==> config.mk <==
export PLATFORM = sky130hd
export DESIGN_NAME = mo_tape_ddram_loader_flat
export DESIGN_NICKNAME = d
export VERILOG_FILES = /design/src/rtl/mo_tape_ddram_loader_pkg.sv /design/src/rtl/mo_tape_ddram_loader_if.sv /design/src/rtl/mo_tape_ddram_loader.sv /design/src/flat_wrapper.sv
export SDC_FILE = /design/constraint.sdc
export NUM_CORES = 1
export LEC_CHECK = 0
export BUFFER_PORTS_ARGS = -buffer_cell sky130_fd_sc_hd__buf_2
export CORE_MARGIN = 4
export CORE_UTILIZATION = 45
export CTS_BUF_LIST = sky130_fd_sc_hd__clkbuf_8
export CTS_CLUSTER_DIAMETER = 60
export DETAILED_ROUTE_END_ITERATION = 8
export PLACE_DENSITY = 0.77
export SYNTH_ARGS = -nofsm -noshare
export SYNTH_HDL_FRONTEND = slang
export SYNTH_SLANG_ARGS = --single-unit
==> constraint.sdc <==
create_clock -name sysclk -period 8.7 [get_ports sysclk]
set_input_delay 0.87 -clock sysclk [delete_from_list [all_inputs] [get_ports sysclk]]
set_output_delay 0.87 -clock sysclk [all_outputs]
set_load 0.01 [all_outputs]
==> src/rtl/mo_tape_ddram_loader_pkg.sv <==
// Shared types and defaults for the MO tape loader.
// Holds the loader FSM encoding and the tape placement constants.
package mo_pkg;

    typedef enum logic [1:0] {
        IDLE,
        FILL,
        WRITE,
        DONE
    } tape_ld_state_t;

    localparam logic [28:0] TAPE_BASE_ADDR = 29'h0300_0000;
    localparam logic [7:0]  TAPE_INDEX     = 8'd1;
    localparam logic [24:0] TAPE_MAX_BYTES = 25'h100_0000;

endpackage

==> src/rtl/mo_tape_ddram_loader_if.sv <==
// ioctl download port plus DDRAM write port of the tape loader.
// slave is the loader side, master is the HPS/DDRAM side.
interface mo_tape_ddram_loader_if;

    logic        ioctl_download;
    logic [7:0]  ioctl_index;
    logic        ioctl_wr;
    logic [24:0] ioctl_addr;
    logic [7:0]  ioctl_dout;
    logic        ioctl_wait;

    logic        ddram_busy;
    logic        ddram_we;
    logic [28:0] ddram_addr;
    logic [63:0] ddram_din;
    logic [7:0]  ddram_be;
    logic [7:0]  ddram_burstcnt;

    modport master (
        output ioctl_download,
        output ioctl_index,
        output ioctl_wr,
        output ioctl_addr,
        output ioctl_dout,
        input  ioctl_wait,
        output ddram_busy,
        input  ddram_we,
        input  ddram_addr,
        input  ddram_din,
        input  ddram_be,
        input  ddram_burstcnt
    );

    modport slave (
        input  ioctl_download,
        input  ioctl_index,
        input  ioctl_wr,
        input  ioctl_addr,
        input  ioctl_dout,
        output ioctl_wait,
        input  ddram_busy,
        output ddram_we,
        output ddram_addr,
        output ddram_din,
        output ddram_be,
        output ddram_burstcnt
    );

endinterface

==> src/rtl/mo_tape_ddram_loader.sv <==
// Packs the HPS tape byte stream into 64-bit DDRAM words at a fixed
// base, throttling the HPS while a word write is outstanding.
module mo_tape_ddram_loader #(
    parameter logic [28:0] BASE_ADDR  = mo_pkg::TAPE_BASE_ADDR,
    parameter logic [7:0]  TAPE_INDEX = mo_pkg::TAPE_INDEX,
    parameter logic [24:0] MAX_BYTES  = mo_pkg::TAPE_MAX_BYTES
) (
    input  logic                   sysclk,
    input  logic                   reset,
    mo_tape_ddram_loader_if.slave  bus,
    output logic [24:0]            tape_len,
    output logic                   tape_ready,
    output logic                   overflow
);

    import mo_pkg::*;

    tape_ld_state_t state_q, state_d;

    logic        active;
    logic        active_q;
    logic        rise;

    logic [7:0]  lanes_q [8];
    logic [7:0]  lanes_w [8];
    logic [7:0]  mask_q, mask_w;
    logic [21:0] tag_q, tag_w;

    logic        pend_v_q, pend_v_d;
    logic [24:0] pend_addr_q, pend_addr_d;
    logic [7:0]  pend_data_q, pend_data_d;

    logic [24:0] tape_len_q, tape_len_d;
    logic        tape_ready_q, tape_ready_d;
    logic        overflow_q, overflow_d;
    logic        wait_q, wait_d;
    logic        we_q, we_d;
    logic        restart_q, restart_d;

    logic [28:0] waddr_q, waddr_d;
    logic [63:0] wdin_q, wdin_d;
    logic [7:0]  wbe_q, wbe_d;

    logic        init;
    logic        byte_in;
    logic        flush_req;
    logic        take;
    logic [24:0] take_addr;
    logic [7:0]  take_data;
    logic [25:0] take_end;
    logic        launch;

    assign active = bus.ioctl_download
                  & (bus.ioctl_index == TAPE_INDEX);
    assign rise   = active & ~active_q;

    always_comb begin
        state_d      = state_q;
        lanes_w      = lanes_q;
        mask_w       = mask_q;
        tag_w        = tag_q;
        pend_v_d     = pend_v_q;
        pend_addr_d  = pend_addr_q;
        pend_data_d  = pend_data_q;
        tape_len_d   = tape_len_q;
        tape_ready_d = tape_ready_q;
        overflow_d   = overflow_q;
        wait_d       = wait_q;
        we_d         = we_q;
        restart_d    = restart_q;
        waddr_d      = waddr_q;
        wdin_d       = wdin_q;
        wbe_d        = wbe_q;
        init         = 1'b0;
        byte_in      = 1'b0;
        flush_req    = 1'b0;
        take         = 1'b0;
        take_addr    = bus.ioctl_addr;
        take_data    = bus.ioctl_dout;
        take_end     = '0;
        launch       = 1'b0;

        unique case (state_q)
            IDLE, DONE: begin
                if (state_q == DONE) tape_ready_d = 1'b1;
                state_d = IDLE;
                if (rise) begin
                    init    = 1'b1;
                    byte_in = bus.ioctl_wr;
                    state_d = FILL;
                end
            end
            FILL: begin
                if (!active) flush_req = 1'b1;
                else byte_in = bus.ioctl_wr;
            end
            WRITE: begin
                if (rise) restart_d = 1'b1;
                if (we_q && !bus.ddram_busy) begin
                    we_d    = 1'b0;
                    wait_d  = 1'b0;
                    mask_w  = '0;
                    state_d = FILL;
                    if (restart_q || rise) begin
                        init = 1'b1;
                    end else begin
                        if (pend_v_q) begin
                            take      = 1'b1;
                            take_addr = pend_addr_q;
                            take_data = pend_data_q;
                            pend_v_d  = 1'b0;
                        end
                        if (!active) flush_req = 1'b1;
                    end
                end
            end
        endcase

        // A new download wipes the previous tape's status and partial word
        if (init) begin
            tape_ready_d = 1'b0;
            tape_len_d   = '0;
            overflow_d   = 1'b0;
            mask_w       = '0;
            pend_v_d     = 1'b0;
            restart_d    = 1'b0;
        end

        if (byte_in) begin
            if (bus.ioctl_addr >= MAX_BYTES) begin
                overflow_d = 1'b1;
            end else if (bus.ioctl_addr[24:3] != tag_w
                         && mask_w != '0) begin
                pend_v_d    = 1'b1;
                pend_addr_d = bus.ioctl_addr;
                pend_data_d = bus.ioctl_dout;
                launch      = 1'b1;
            end else begin
                take = 1'b1;
            end
        end

        if (take) begin
            lanes_w[take_addr[2:0]] = take_data;
            mask_w[take_addr[2:0]]  = 1'b1;
            tag_w    = take_addr[24:3];
            take_end = {1'b0, take_addr} + 26'd1;
            if (take_end > {1'b0, MAX_BYTES})
                take_end = {1'b0, MAX_BYTES};
            if (take_end > {1'b0, tape_len_d})
                tape_len_d = take_end[24:0];
            if (take_addr[2:0] == 3'd7) launch = 1'b1;
        end

        if (flush_req && mask_w != '0) launch = 1'b1;

        if (launch) begin
            state_d = WRITE;
            we_d    = 1'b1;
            wait_d  = 1'b1;
            waddr_d = BASE_ADDR + {7'd0, tag_w};
            wbe_d   = mask_w;
            for (int i = 0; i < 8; i++)
                wdin_d[8*i +: 8] = lanes_w[i];
        end else if (flush_req) begin
            state_d = DONE;
        end
    end

    always_ff @(posedge sysclk) begin
        if (reset) begin
            state_q      <= IDLE;
            active_q     <= 1'b0;
            mask_q       <= '0;
            tag_q        <= '0;
            pend_v_q     <= 1'b0;
            pend_addr_q  <= '0;
            pend_data_q  <= '0;
            tape_len_q   <= '0;
            tape_ready_q <= 1'b0;
            overflow_q   <= 1'b0;
            wait_q       <= 1'b0;
            we_q         <= 1'b0;
            restart_q    <= 1'b0;
            waddr_q      <= '0;
            wdin_q       <= '0;
            wbe_q        <= '0;
            for (int i = 0; i < 8; i++) lanes_q[i] <= '0;
        end else begin
            state_q      <= state_d;
            active_q     <= active;
            mask_q       <= mask_w;
            tag_q        <= tag_w;
            pend_v_q     <= pend_v_d;
            pend_addr_q  <= pend_addr_d;
            pend_data_q  <= pend_data_d;
            tape_len_q   <= tape_len_d;
            tape_ready_q <= tape_ready_d;
            overflow_q   <= overflow_d;
            wait_q       <= wait_d;
            we_q         <= we_d;
            restart_q    <= restart_d;
            waddr_q      <= waddr_d;
            wdin_q       <= wdin_d;
            wbe_q        <= wbe_d;
            lanes_q      <= lanes_w;
        end
    end

    assign bus.ioctl_wait     = wait_q;
    assign bus.ddram_we       = we_q;
    assign bus.ddram_addr     = waddr_q;
    assign bus.ddram_din      = wdin_q;
    assign bus.ddram_be       = wbe_q;
    assign bus.ddram_burstcnt = 8'd1;

    assign tape_len   = tape_len_q;
    assign tape_ready = tape_ready_q;
    assign overflow   = overflow_q;

endmodule

==> src/flat_wrapper.sv <==
// flat-port wrapper written by rule: the top's interface ports become plain ports
module mo_tape_ddram_loader_flat import mo_pkg::*;
#(
    parameter logic [28:0] BASE_ADDR  = mo_pkg::TAPE_BASE_ADDR,
    parameter logic [7:0]  TAPE_INDEX = mo_pkg::TAPE_INDEX,
    parameter logic [24:0] MAX_BYTES  = mo_pkg::TAPE_MAX_BYTES
)
  (sysclk, reset, tape_len, tape_ready, overflow, bus_ioctl_download, bus_ioctl_index, bus_ioctl_wr, bus_ioctl_addr, bus_ioctl_dout, bus_ioctl_wait, bus_ddram_busy, bus_ddram_we, bus_ddram_addr, bus_ddram_din, bus_ddram_be, bus_ddram_burstcnt);
  mo_tape_ddram_loader_if bus_i ();
  input  logic sysclk;
  input  logic reset;
  output logic [24:0] tape_len;
  output logic tape_ready;
  output logic overflow;
  input wire logic [$bits(bus_i.ioctl_download)-1:0] bus_ioctl_download;
  input wire logic [$bits(bus_i.ioctl_index)-1:0] bus_ioctl_index;
  input wire logic [$bits(bus_i.ioctl_wr)-1:0] bus_ioctl_wr;
  input wire logic [$bits(bus_i.ioctl_addr)-1:0] bus_ioctl_addr;
  input wire logic [$bits(bus_i.ioctl_dout)-1:0] bus_ioctl_dout;
  output wire logic [$bits(bus_i.ioctl_wait)-1:0] bus_ioctl_wait;
  input wire logic [$bits(bus_i.ddram_busy)-1:0] bus_ddram_busy;
  output wire logic [$bits(bus_i.ddram_we)-1:0] bus_ddram_we;
  output wire logic [$bits(bus_i.ddram_addr)-1:0] bus_ddram_addr;
  output wire logic [$bits(bus_i.ddram_din)-1:0] bus_ddram_din;
  output wire logic [$bits(bus_i.ddram_be)-1:0] bus_ddram_be;
  output wire logic [$bits(bus_i.ddram_burstcnt)-1:0] bus_ddram_burstcnt;
  assign bus_i.ioctl_download = bus_ioctl_download;
  assign bus_i.ioctl_index = bus_ioctl_index;
  assign bus_i.ioctl_wr = bus_ioctl_wr;
  assign bus_i.ioctl_addr = bus_ioctl_addr;
  assign bus_i.ioctl_dout = bus_ioctl_dout;
  assign bus_ioctl_wait = bus_i.ioctl_wait;
  assign bus_i.ddram_busy = bus_ddram_busy;
  assign bus_ddram_we = bus_i.ddram_we;
  assign bus_ddram_addr = bus_i.ddram_addr;
  assign bus_ddram_din = bus_i.ddram_din;
  assign bus_ddram_be = bus_i.ddram_be;
  assign bus_ddram_burstcnt = bus_i.ddram_burstcnt;
  mo_tape_ddram_loader #(.BASE_ADDR(BASE_ADDR), .TAPE_INDEX(TAPE_INDEX), .MAX_BYTES(MAX_BYTES)) u_core (.sysclk(sysclk), .reset(reset), .bus(bus_i), .tape_len(tape_len), .tape_ready(tape_ready), .overflow(overflow));
endmodule
==> results.cfg <==
[setup_path]
crit_arrival_ns = 7.82
worstPathRequired_ns = 9.19
worstPathMaxFanout = 30
end_kind = register
criticalPathCategory = reg -> reg
path_delay_family = simple AND/OR/NAND/NOR gates
worstSetupStartpointType = register
cpPeakStageDelay_ns = 0.90
cp_slowest_cell = a31oi_1
path_buf_inv = 6

[timing]
fin_crit_ns = 7.33
worst_slew_pin_slew_ns = 1.21
hold_viol_final = 0
rsz0062_at_grt = false
finalClockSkew_ns = 0.0383
fin_ws_ns = 1.37
min_period_over_period_pct = 84.2
drv_slew = 0
setup_violations = 0
fmax_mhz = 136
relSlewSlack_pct = 17.4
tns_ns = 0
fin_hold_ws_ns = 0.453

[clock_network]
ctsResizeCount = 0
cts.clk_slew.worst_paths_ns = 0.06
cts-buffers-inserted = 44
postCtsSetupRepairBufs = 0
cts.path.max_buffers = 3
clkLatencyLatePin_ns = 0.59
cts.sinks = 255
cts_root_buf = clkbuf_8
htreeDepth = 2
cts_hold_buf = 0
cts_tree = yes

[power_and_ir_drop]
power_density_nw_per_um2 = 168
power_frac_seq_pct = 46.9
power_switching_share_pct = 24.8
p_leak_nw = 6.25
comb_power_share_pct = 5.4
p_int_mw = 1.87
clockPowerShare_pct = 47.7
vdd_drop_max_mv = 0.127
power_mw = 2.49
switching_power_uw = 618

[finish]
seqCellArea_sq_um = 5100
final_core_util_pct = 52.7
drive_gt1_share_pct = 22.4
multi_input_comb_area_sq_um = 7200
areaGrowthSynthToFinish_pct = 14.4
finalNetCount = 1650
nFillCells = 2633

[synthesis]
synth_top_cell_by_area = dfxtp_1
yosysSeqAreaShare_pct = 39.4
synth_edf_count = 0
synth_area_leaders = dfxtp_1 (39%), mux2_2 (5.0%), nor2b_1 (4.7%), a211oi_1 (4.6%), nand2_1 (4.1%)
synth_cells = 1462
synth_common_cells = dfxtp_1 (255), nand2_1 (143), nor2_1 (142)
syn_avg_cell_area_sq_um = 8.86
yosysWarnings = 0
yosys_register_bits = 255
synth_top_area_share_pct = 39.4
synthesis.area_sq_um = 13000
yosysMostFrequentCell = dfxtp_1
ys_types = 73
synth_ff_type = dfxtp_1
async_flop_share_pct = 0

[route]
dr.pass1.iters = 6
wl_um = 37300
drc = 0
wire_per_inst_um = 18.8
via_count = 11100
drtIter0Drc = 808
ant_nets = 0
vias_per_cell = 5.61

[job]
max_cap_violations = 0

[floorplanning]
die_area_sq_um = 31600
die_y_um = 178
io_pins = 184
rows = 61
initial_core_util_pct = 46.1
core_sq_um = 28100
die_w_um = 178

[place]
port_buffers = 170
hpwl_um = 25800
place.gp.congestion = 1.02
place_ws_ns = 1.04

[global_route]
grt_pass1_wl_um = 57700
first_global_vias = 10400
grt-ovfl-total = 0
grt_max_degree = 90
antenna_found_initial = 4
grt_usage_pct = 22.8

[outcome]
status = completed

[hold_path]
hold_class = reg -> reg
[routing by layer]
layer / part of all wire, % / vias up / GRT usage (%) / wire length (um)
li1: - / 5360 / - / -
met1: 42 / 5277 / 29.3 / 15700
met2: 48 / 397 / 38.0 / 17700
met3: 7.1 / 85 / 5.24 / 2660
met4: 2.9 / 8 / 7.19 / 1100
met5: 0.12 / - / 0 / 46
[kinds of logic (layout without fill, tap and decap cells)]
logic type | after synthesis | count (layout) | synth area share, %
xor gates and xnor gates | 61 | 61 | 4.12
buffers and inverters | 150 | 283 | 5.39
DFF | 255 | 255 | 39.4
other | 2 | 14 | 0.0580
and+or+nand+nor | 572 | 572 | 22.1
muxes | 127 | 127 | 11.6
AOI/OAI and AO/OA | 264 | 264 | 14.4
adders and majority gates | 31 | 31 | 2.99
[registers in the layout, indices dropped and copies added (netlist names), 2 cells and up]
| signal | cells |
|---|---|
| u_core.bus.ddram_be | 8 |
| u_core.bus.ddram_addr | 23 |
| u_core.pend_addr_q | 25 |
| u_core.pend_data_q | 8 |
| u_core.mask_q | 8 |
| u_core.lanes_q | 64 |
| u_core.tag_q | 22 |
| u_core.bus.ddram_din | 64 |
| u_core.state_q | 2 |
| u_core.tape_len | 25 |
[final cells by class]
| cell class | count | area share [%] |
|---|---|---|
| antenna | 1 | 0.0169 |
| clock buffer | 58 | 5.39 |
| clock inverter | 21 | 1.22 |
| inverter | 16 | 0.405 |
| multi-input combinational | 1068 | 48.6 |
| sequential | 255 | 34.5 |
| tap | 378 | 3.19 |
| timing repair buffer | 188 | 6.70 |
[cell usage in the layout, fill, tap and decap left out, types with 22 or more instances in the layout]
| master | n |
|---|---|
| mux2_4 | 27 |
| nand3_1 | 43 |
| ha_1 | 31 |
| dfxtp_1 | 255 |
| clkbuf_8 | 58 |
| nor2b_1 | 97 |
| nand2_1 | 142 |
| inv_1 | 23 |
| a21oi_1 | 82 |
| mux2_2 | 58 |
| buf_2 | 169 |
| nor2_1 | 142 |
| nand4_1 | 30 |
| xor2_1 | 42 |
| nor4_1 | 22 |
| mux2i_1 | 30 |
| a211oi_1 | 80 |
[worst min-delay path: stages (launching register included)]
cell     delay [ns]
dfxtp_1        0.31
nand2_1        0.05
a21oi_1        0.05
[worst paths after layout]
path	startpoint	to	slack, ns	depth (start not counted)
max	u_core.state_q[0]	u_core.tape_len[1]	1.37	29
min	u_core.pend_data_q[2]	u_core.pend_data_q[2]	0.45	2
max reg2reg	u_core.state_q[0]	u_core.tape_len[1]	1.37	29
min reg2reg	u_core.pend_data_q[2]	u_core.pend_data_q[2]	0.45	2
[power groups by stage]
stage	combinational (mW)	sequential [mW]	clock, mW
floorplan	0.0911	1.19	0
global placement	0.131	1.19	0
detailed placement	0.132	1.19	0
CTS	0.134	1.17	1.21
global route	0.147	1.17	1.27
finish	0.135	1.17	1.19
[stage by stage]
stage,cell area (sq um),std cells
after global placement,13800,1905
after global routing,14800,1984
after detailed placement,13800,1905
final,14800,1985
after CTS,14800,1984
after floorplan,13000,1473
(Power assumes the default switching activity.)
